## src/rtl/shift_fixup_scheduler.sv

```systemverilog
`default_nettype none
// ============================================================================
// Module   : shift_fixup_scheduler
// Brief    : Constant-time sequencer that walks one sparse operand through the
//            initial-shift processor with an accumulator read-modify-write.
// Revision : 1.0 - initial release
// ============================================================================
module shift_fixup_scheduler #(
  parameter int WORD_WIDTH = 32,
  parameter int NUM_WORDS  = 553,
  parameter int ADDR_W     = 10,
  parameter int WEIGHT     = 75,
  parameter int TIMEOUT    = 15
) (
  input  logic                  clk,
  input  logic                  rst_n,
  input  logic                  start,
  output logic                  busy,
  output logic                  done,
  output logic [1:0]            err,
  input  logic                  pos_valid,
  output logic                  pos_ready,
  input  logic [15:0]           pos,
  input  logic                  pos_dummy,
  output logic                  nrm_rd_en,
  output logic [ADDR_W-1:0]     nrm_rd_addr,
  input  logic [WORD_WIDTH-1:0] nrm_rd_data,
  output logic                  acc_rd_en,
  output logic [ADDR_W-1:0]     acc_rd_addr,
  input  logic [WORD_WIDTH-1:0] acc_rd_data,
  output logic                  acc_wr_en,
  output logic [ADDR_W-1:0]     acc_wr_addr,
  output logic [WORD_WIDTH-1:0] acc_wr_data,
  output logic                  proc_start,
  output logic [15:0]           proc_high_shift,
  output logic [9:0]            proc_acc_start_idx,
  output logic [4:0]            proc_acc_shift_idx,
  output logic [WORD_WIDTH-1:0] proc_word_zero,
  output logic [WORD_WIDTH-1:0] proc_word_551,
  output logic [WORD_WIDTH-1:0] proc_word_552,
  output logic [WORD_WIDTH-1:0] proc_acc_word,
  input  logic [WORD_WIDTH-1:0] proc_result,
  input  logic                  proc_done
);

  localparam int c_cnt_w = (WEIGHT > 0) ? $clog2(WEIGHT + 1) : 1;
  localparam int c_tmo_w = (TIMEOUT > 1) ? $clog2(TIMEOUT) : 1;

  localparam logic [c_cnt_w-1:0] c_weight     = c_cnt_w'(WEIGHT);
  localparam logic [c_cnt_w-1:0] c_cnt_one    = c_cnt_w'(1);
  localparam logic [c_tmo_w-1:0] c_tmo_last   = c_tmo_w'(TIMEOUT - 1);
  localparam logic [c_tmo_w-1:0] c_tmo_one    = c_tmo_w'(1);
  localparam logic [ADDR_W-1:0]  c_addr_wrap0 = ADDR_W'(NUM_WORDS - 2);
  localparam logic [ADDR_W-1:0]  c_addr_wrap1 = ADDR_W'(NUM_WORDS - 1);
  localparam logic [31:0]        c_num_words  = 32'(NUM_WORDS);

  typedef enum logic [3:0] {
    S_IDLE      = 4'd0,
    S_LOAD      = 4'd1,
    S_WAIT_POS  = 4'd2,
    S_RD_ACC    = 4'd3,
    S_LAT_ACC   = 4'd4,
    S_START     = 4'd5,
    S_WAIT_DONE = 4'd6,
    S_WRITE     = 4'd7,
    S_FINISH    = 4'd8
  } state_t;

  state_t             r_state;
  logic [1:0]         r_load_cnt;
  logic [c_cnt_w-1:0] r_count;
  logic [c_tmo_w-1:0] r_tmo;
  logic [15:0]        r_pos;
  logic               r_dummy;

  logic [9:0]         w_pos_idx;
  logic               w_out_of_range;
  logic               w_last;

  assign w_pos_idx      = pos[14:5];
  assign w_out_of_range = {22'd0, w_pos_idx} >= c_num_words;
  assign w_last         = (r_count + c_cnt_one) == c_weight;

  assign proc_high_shift    = r_pos;
  assign proc_acc_start_idx = r_pos[14:5];
  assign proc_acc_shift_idx = r_pos[4:0];

  always_ff @(posedge clk or negedge rst_n) begin
    if (!rst_n) begin
      r_state        <= S_IDLE;
      r_load_cnt     <= 2'd0;
      r_count        <= '0;
      r_tmo          <= '0;
      r_pos          <= 16'd0;
      r_dummy        <= 1'b0;
      busy           <= 1'b0;
      done           <= 1'b0;
      err            <= 2'b00;
      pos_ready      <= 1'b0;
      nrm_rd_en      <= 1'b0;
      nrm_rd_addr    <= '0;
      acc_rd_en      <= 1'b0;
      acc_rd_addr    <= '0;
      acc_wr_en      <= 1'b0;
      acc_wr_addr    <= '0;
      acc_wr_data    <= '0;
      proc_start     <= 1'b0;
      proc_word_zero <= '0;
      proc_word_551  <= '0;
      proc_word_552  <= '0;
      proc_acc_word  <= '0;
    end else begin
      done       <= 1'b0;
      proc_start <= 1'b0;
      acc_rd_en  <= 1'b0;
      acc_wr_en  <= 1'b0;

      case (r_state)
        S_IDLE: begin
          if (start) begin
            err         <= 2'b00;
            r_count     <= '0;
            r_load_cnt  <= 2'd0;
            busy        <= 1'b1;
            nrm_rd_en   <= 1'b1;
            nrm_rd_addr <= '0;
            r_state     <= S_LOAD;
          end
        end

        // Reads issue in load steps 0..2; each word lands one step later.
        S_LOAD: begin
          r_load_cnt <= r_load_cnt + 2'd1;
          case (r_load_cnt)
            2'd0: nrm_rd_addr <= c_addr_wrap0;
            2'd1: begin
              proc_word_zero <= nrm_rd_data;
              nrm_rd_addr    <= c_addr_wrap1;
            end
            2'd2: begin
              proc_word_551 <= nrm_rd_data;
              nrm_rd_en     <= 1'b0;
            end
            default: begin
              proc_word_552 <= nrm_rd_data;
              if (WEIGHT == 0) begin
                done    <= 1'b1;
                r_state <= S_FINISH;
              end else begin
                pos_ready <= 1'b1;
                r_state   <= S_WAIT_POS;
              end
            end
          endcase
        end

        S_WAIT_POS: begin
          if (pos_valid) begin
            r_pos   <= pos;
            r_dummy <= pos_dummy;
            if (w_out_of_range) begin
              err[1]  <= 1'b1;
              r_count <= r_count + c_cnt_one;
              if (w_last) begin
                pos_ready <= 1'b0;
                done      <= 1'b1;
                r_state   <= S_FINISH;
              end
            end else begin
              pos_ready   <= 1'b0;
              acc_rd_en   <= 1'b1;
              acc_rd_addr <= ADDR_W'(w_pos_idx);
              r_state     <= S_RD_ACC;
            end
          end
        end

        S_RD_ACC: r_state <= S_LAT_ACC;

        S_LAT_ACC: begin
          proc_acc_word <= acc_rd_data;
          proc_start    <= 1'b1;
          r_state       <= S_START;
        end

        S_START: begin
          r_tmo   <= '0;
          r_state <= S_WAIT_DONE;
        end

        // Dummies still wait for the processor so every position costs the same.
        S_WAIT_DONE: begin
          if (proc_done) begin
            acc_wr_en   <= 1'b1;
            acc_wr_addr <= ADDR_W'(r_pos[14:5]);
            acc_wr_data <= r_dummy ? proc_acc_word : proc_result;
            r_state     <= S_WRITE;
          end else if (r_tmo == c_tmo_last) begin
            err[0]  <= 1'b1;
            done    <= 1'b1;
            r_state <= S_FINISH;
          end else begin
            r_tmo <= r_tmo + c_tmo_one;
          end
        end

        S_WRITE: begin
          r_count <= r_count + c_cnt_one;
          if (w_last) begin
            done    <= 1'b1;
            r_state <= S_FINISH;
          end else begin
            pos_ready <= 1'b1;
            r_state   <= S_WAIT_POS;
          end
        end

        S_FINISH: begin
          busy    <= 1'b0;
          r_state <= S_IDLE;
        end

        default: begin
          busy      <= 1'b0;
          pos_ready <= 1'b0;
          nrm_rd_en <= 1'b0;
          r_state   <= S_IDLE;
        end
      endcase
    end
  end

endmodule
`default_nettype wire

```

## config.mk

```make
export PLATFORM = sky130hd
export DESIGN_NAME = shift_fixup_scheduler
export DESIGN_NICKNAME = d
export VERILOG_FILES = /design/src/rtl/shift_fixup_scheduler.sv
export SDC_FILE = /design/constraint.sdc
export NUM_CORES = 1
export LEC_CHECK = 0
export CAP_MARGIN = 30
export CORE_AREA = 2 2 150 152
export CTS_CLUSTER_SIZE = 8
export DETAILED_ROUTE_END_ITERATION = 6
export DIE_AREA = 0 0 152 154
export PLACE_DENSITY = 0.8
export SYNTH_ARGS = -nofsm -noshare
export SYNTH_HDL_FRONTEND = slang
export SYNTH_SLANG_ARGS = --single-unit
```

## constraint.sdc

```tcl
create_clock -name clk -period 1.9 [get_ports clk]
set_input_delay 0.38 -clock clk [delete_from_list [all_inputs] [get_ports clk]]
set_output_delay 0.38 -clock clk [all_outputs]
set_load 0.02 [all_outputs]
```

Word-level counts from Yosys, hierarchy flattened
Index checks and enable logic that the tools add are counted.
{"block": "totals", "output_inout_bits": 230, "mem_bits_rw": 0, "memories": 0, "reg_bits": 233, "latchBits": 0, "romBits": 0}
{"block": "classes", "magnitude_cmp": 1, "n_shift": 0, "eq_ne": 24, "reduce_logical": 27, "n_mul": 0, "add_sub_neg": 3, "muxes": 50, "div_mod_pow": 0, "bitwise_logic": 5}
{"operator": "2-to-1 mux 4 bit", "count": 10}
{"operator": "one-hot mux 10 bit (2 select lines)", "count": 2}
{"operator": "2-to-1 mux 32 bit", "count": 1}
{"operator": "one-hot mux 4 bit (8 select lines)", "count": 1}
{"operator": "2-to-1 mux 1 bit", "count": 22}
{"operator": "2-to-1 mux 7 bit", "count": 3}
{"operator": "one-hot mux 7 bit (3 select lines)", "count": 1}
{"operator": "!= test 2 bit (second input constant)", "count": 9}
{"operator": "== test 4 x 3 -> 1 bit (second input constant)", "count": 4}
{"operator": "AND reduction 2 bit", "count": 7}
{"operator": "OR reduction 7 bit", "count": 2}
{"operator": "AND reduction 3 bit", "count": 4}
{"operator": "AND reduction 4 bit", "count": 3}
{"operator": ">= comparator 10 bit (second input constant)", "count": 1}
{"operator": "2-to-1 mux 10 bit", "count": 1}
{"operator": "AND reduction 5 bit", "count": 2}
{"operator": "!= test 3 bit (second input constant)", "count": 3}
{"operator": "== test 4 x 2 -> 1 bit (second input constant)", "count": 2}
{"operator": "== test 4 bit (second input constant)", "count": 2}
{"operator": "one-hot mux 4 bit (2 select lines)", "count": 1}
{"operator": "nonzero test 2 bit", "count": 4}
{"operator": "adder 7 x 1 -> 7 bit (second input constant)", "count": 1}
{"operator": "== test 7 bit (second input constant)", "count": 1}
{"operator": "one-hot mux 1 bit (2 select lines)", "count": 3}
{"operator": "15 further kinds", "count": 20}

Longest topological paths before layout
Gate-level depths: netlist (run 1).
{"block": "logic_depth", "word_depth": 6, "mapped_depth": 7, "ltp_nobuf": 7}

Worst setup path before layout (run 1)
OpenSTA, ideal clock, no wires.
{"block": "synth_timing", "kind": "reg-to-reg", "startpoint": "register r_count[0]", "endpoint": "register pos_ready", "slack_ns": 0.181, "arrival_time_ns": 1.593, "required_time_ns": 1.774, "stages_incl_launch_ff": 7, "path_buffers": 0, "setup_time_ns": 0.126, "path_cell_list": "dfrtp_1 -> ha_1 -> nand2_1 -> o32ai_1 -> o211a_1 -> o21ai_0 -> o32a_1"}
{"block": "synth_via", "elab_chain_cells": 4, "elab_cells_between_ends": 5, "classes_between": "add/sub (1); eq/ne (3); reduce/logical (1)"}
{"element": "from (decl)", "line_no": "71", "rtl": "logic [c_cnt_w-1:0] r_count;"}
{"element": "from (signal assigned)", "line_no": "163", "rtl": "r_count <= r_count + c_cnt_one;"}
{"element": "from (signal assigned)", "line_no": "208", "rtl": "r_count <= r_count + c_cnt_one;"}
{"element": "adder 7 x 1 -> 7 bit *", "line_no": "82", "rtl": "assign w_last = (r_count + c_cnt_one) == c_weight;"}
{"element": "== test 7 bit *", "line_no": "82"}
{"element": "!= test 3 bit (no source line) / != test 2 bit (equally long branches)"}
{"element": "AND reduction 5 bit (no source line) *"}
{"element": "to (signal assigned)", "line_no": "99", "rtl": "pos_ready <= 1'b0;"}
{"element": "to (signal assigned)", "line_no": "150", "rtl": "pos_ready <= 1'b1;"}
{"element": "to (signal assigned)", "line_no": "165", "rtl": "pos_ready <= 1'b0;"}
{"element": "to (decl)", "line_no": "22", "rtl": "output logic pos_ready,"}
Every way passes the cells marked *; elsewhere a longest branch is shown, timed or not.
A chain may end at the register's enable or synchronous reset.

Worst setup path after layout (run 1)
{"block": "layout_timing", "startpoint": "register proc_acc_word[5]", "endpoint": "output port proc_acc_word[5]"}
{"element": "from (decl)", "line_no": "41", "rtl": "output logic [WORD_WIDTH-1:0] proc_acc_word,"}
{"element": "from (signal assigned)", "line_no": "181", "rtl": "proc_acc_word <= acc_rd_data;"}
No word-level cell between the ends.

==> results by group, run 1 <==
Run status
  • Run status: finished, final reports clean

Synthesis
  • Async set-reset flop share out of synthesis: 100.0%
  • Adder-Cell Fraction of Synth Area: 1.035%
  • Most instantiated cells after synthesis: dfrtp_1, mux2_2, nand2_1, o21ai_0, mux2i_1
  • Number of distinct library cells after synthesis: 64
  • Dominant cells by area after synthesis: dfrtp_1, mux2_2, mux2_4
  • Synth Area in Compound Gates: 5.992%
  • Most frequently used cell type in the post-synthesis netlist: dfrtp_1
  • Syn_area_per_cell: 13.35 um2
  • Largest area contributor in the synthesized netlist: dfrtp_1
  • Synthesized instance count: 724
  • Post-Synth XOR/XNOR Area: 0.4530%
  • Top FF cell, synth: dfrtp_1
  • Post-synthesis share of cell area spent on and, or, nand and nor gates: 7.079%
  • Register bit count reported by yosys: 226
  • Portion of the post-synthesis area used by sequential elements: 58.50%
  • Top-area cell type share of the netlist area: 58.50%
  • Main combinational cell family by area after synthesis: multiplexers
  • Proportion of synthesized area in mux cells: 22.54%
  • Count of warnings emitted by yosys: 0
  • Synthesized area: 9668 um2
  • Count of flip-flops with a built-in enable after synthesis: 0

Worst setup path
  • Critical path fanouts, max: 3
  • Cell family with the largest share of critical-path delay: buffers and inverters
  • Buf/Inv on CP: 1
  • Arrival time of the worst setup path: 1490 ps
  • Worst reg2reg path endpoint: pos_ready
  • Slowest library cell on the worst path: clkdlybuf4s50_1
  • Endpoint required time on the critical path: 1520 ps
  • Nature of the critical path endpoint: output port
  • Element type at the critical path start: flip-flop
  • Worst setup path class: reg2out
  • Reg-to-Reg Start: r_count[1]
  • Minimum setup slack among reg-to-reg paths: 70 ps
  • Number of cells traversed by the worst register-to-register path: 6
  • Ordered list of cells on the worst path: clkdlybuf4s50_1
  • Crit path largest cell delay: 620 ps

STA
  • Final critical-path setup slack: 28.98 ps
  • Final max-slew violation count: 0
  • Setup repair after global routing missed its margin: true
  • Final setup violation count: 0
  • Clock skew: 14.85 ps
  • Tcrit/Tclk final: 98.47%
  • Hold violation count in the final report: 0
  • Fin crit period: 1871 ps
  • Upper clock frequency limit: 534.5 MHz

Die
  • Initial core utilization: 44.58%
  • Count of boundary I/O pins: 348
  • Placement Rows: 54
  • Core outline area: 21,690 um2
  • Area enclosed by the die boundary: 23,410 um2
  • Vert. Die Dim: 154 um
  • Horiz. Die Dim: 152 um

Pwr
  • Switch Pwr: 0.009809 W
  • Overall power after layout: 0.02705 W
  • Power per Cell Area: 1837 nW/um2
  • Total leakage power: 7.028 nW
  • Power share of the sequential group: 31.9%
  • Clock Power Share: 20.5%
  • IR Drop Worst-Case VDD: 1.466 mV
  • Part of the total power dissipated in combinational logic: 47.6%
  • Cell Int Power: 0.01725 W
  • Net switching share of the total power: 36.26%

Placement
  • Placer congestion estimate: 0.8991
  • Post-place instance area: 13,620 um2
  • Input/output buffers: 343
  • Placed cell count: 1,338
  • Total half-perimeter wirelength after legalization and detailed placement: 19,240 um
  • Post-Place Worst Slack: -420.2 ps

Clock network
  • Depth of the CTS H-tree: 2
  • Number of buffers created by CTS: 34
  • CTS Sinks: 226
  • Root buffer cell: clkbuf_16
  • Clock transition time at the flip-flop clock pins of the worst setup and hold paths: 50 ps
  • Later-pin clock latency in the skew report: 500 ps
  • Maximum buffer depth of the clock tree: 3
  • TritonCTS clock tree: built

Drt
  • Number of design rule violations left after detail routing: 0
  • Sum of routed wire length over all layers: 26,920 um
  • Average detailed-routed wire length per instance: 19.50 um
  • Iteration-0 DRC count of the detailed router: 280
  • Initial DRT Pass Iterations: 4
  • Antenna-violating nets left: 0
  • Via Count: 7,139
  • Detail-routed via count per cell: 5.169

Cells and area
  • Number of fillers in the final layout: 1,504
  • Final cell count without fillers: 1,381
  • # nets final: 1,222
  • Area added between synthesis and finish: 52.31%
  • Cell area after layout: 14,730 um2
  • Post-layout utilization of the core: 67.90%
  • Layout cell share with drive strength beyond 1: 23.91%

Flow run
  • Max-Cap Viols: 0

Global routing
  • Total GRT Usage: 22.81%
  • Maximum number of pins on one net before global-route repair: 53
  • Global-route wire length before repair: 42,640 um
  • Number of global-route vias before repair: 7,700
  • Grt total ovfl: 0
  • Initial antenna violation count: 2

Worst hold path
  • Hold Path Class: in2async
layout by cell type, fill, tap and decap left out, types with 6 or more instances in the layout:
cell type and count:
ha_1 7, buf_12 15, mux2_4 28, dfrtp_1 223
dlygate4sd2_1 33, nor3_1 7, inv_1 8, mux2i_1 34
dlymetal6s2s_1 45, mux2_2 122, buf_4 32, nand3_1 8
nand2_1 79, nor2_1 18, a21oi_1 6, clkdlybuf4s50_1 264
clkbuf_16 37, o21ai_0 44
worst max path at each step:
stage                                     to  cells past startpoint               start  slack (ps)
after floorplan                    pos_ready                      6          r_count[0]         180
after global placement            r_count[6]                      7              pos[7]        -400
after detailed placement          r_count[6]                      7              pos[7]        -420
after CTS                 proc_word_zero[22]                      1  proc_word_zero[22]           2
after global routing               pos_ready                      6          r_count[1]         -20
final                       proc_acc_word[5]                      1    proc_acc_word[5]          30
logic make-up (layout without fill, tap and decap cells):
kind of cell             count (synthesis)  in the layout
flip-flops                             226            226
multiplexers                           188            188
AND/OR/NAND/NOR                        140            140
AO/OA/AOI/OAI                           88             88
buffers and inverters                   68            441
adder cells (fa/ha/maj)                  8              8
XOR/XNOR                                 5              5
other                                    1              5
power by group through the flow:
stage                     Clock [W]  Sequential, W  Combinational, W
after floorplan                   0         0.0110           0.00447
after global placement            0        0.00858            0.0130
after detailed placement          0        0.00869            0.0132
after CTS                   0.00566        0.00867            0.0130
after global routing        0.00584        0.00897            0.0137
final                       0.00554        0.00864            0.0129
area by class of cell:
| cell class | count | area (um2) | area share, % |
|---|---|---|---|
| clock inverters | 1 | 30.03 | 0.2039 |
| diodes | 1 | 2.502 | 0.01699 |
| well taps | 280 | 350.3 | 2.379 |
| clock buffers | 39 | 943.4 | 6.407 |
| inverters | 9 | 33.78 | 0.2294 |
| multi-input cells | 433 | 3635 | 24.68 |
| flip-flops and latches | 226 | 5659 | 38.43 |
| repair buffers | 392 | 4071 | 27.65 |
sequential cells by signal (all words and copies together) (netlist names):
register / cells
proc_high_shift: 16
nrm_rd_addr: 3
acc_wr_data: 32
acc_rd_addr: 10
busy: 1
proc_start: 1
r_state: 4
proc_word_551: 32
r_dummy: 1
pos_ready: 1
r_count: 7
acc_wr_addr: 10
r_tmo: 4
proc_word_zero: 32
nrm_rd_en: 1
acc_rd_en: 1
proc_acc_word: 32
acc_wr_en: 1
r_load_cnt: 2
proc_word_552: 32
done: 1
err: 2
timing repair:
item / CTS / global route
resized for setup: 35 / 53
cloned: 0 / 0
hold buffers: 1 / 0
endpoints found under the setup margin: 38 / 57
hold endpoints to repair: 47 / 0
pin swaps: 0 / 1
buffers inserted: 0 / 1
through the flow:
step / hold slack [ps] / TNS (ps)
floorplan: 84.41 / 0
global placement: 339.1 / -7417
detailed placement: 338.6 / -8081
CTS: 411.4 / 0
global route: 431.2 / -45.27
finish: 386.4 / 0
routing by layer:
layer	track usage, %	up-vias	part of all wire, %
li1	-	3253	-
met1	26.46	3513	38
met2	38.65	305	49
met3	9.498	66	9.8
met4	7.076	2	2.6
met5	0	-	0.059
No activity file was read; power rests on OpenSTA's default activity.
==> run 2: changes to the inputs <==
- HOLD_SLACK_MARGIN: default -> 0.12
==> results of run 2 <==
No change in the layout: final DEF, timing and power equal those of run 1.
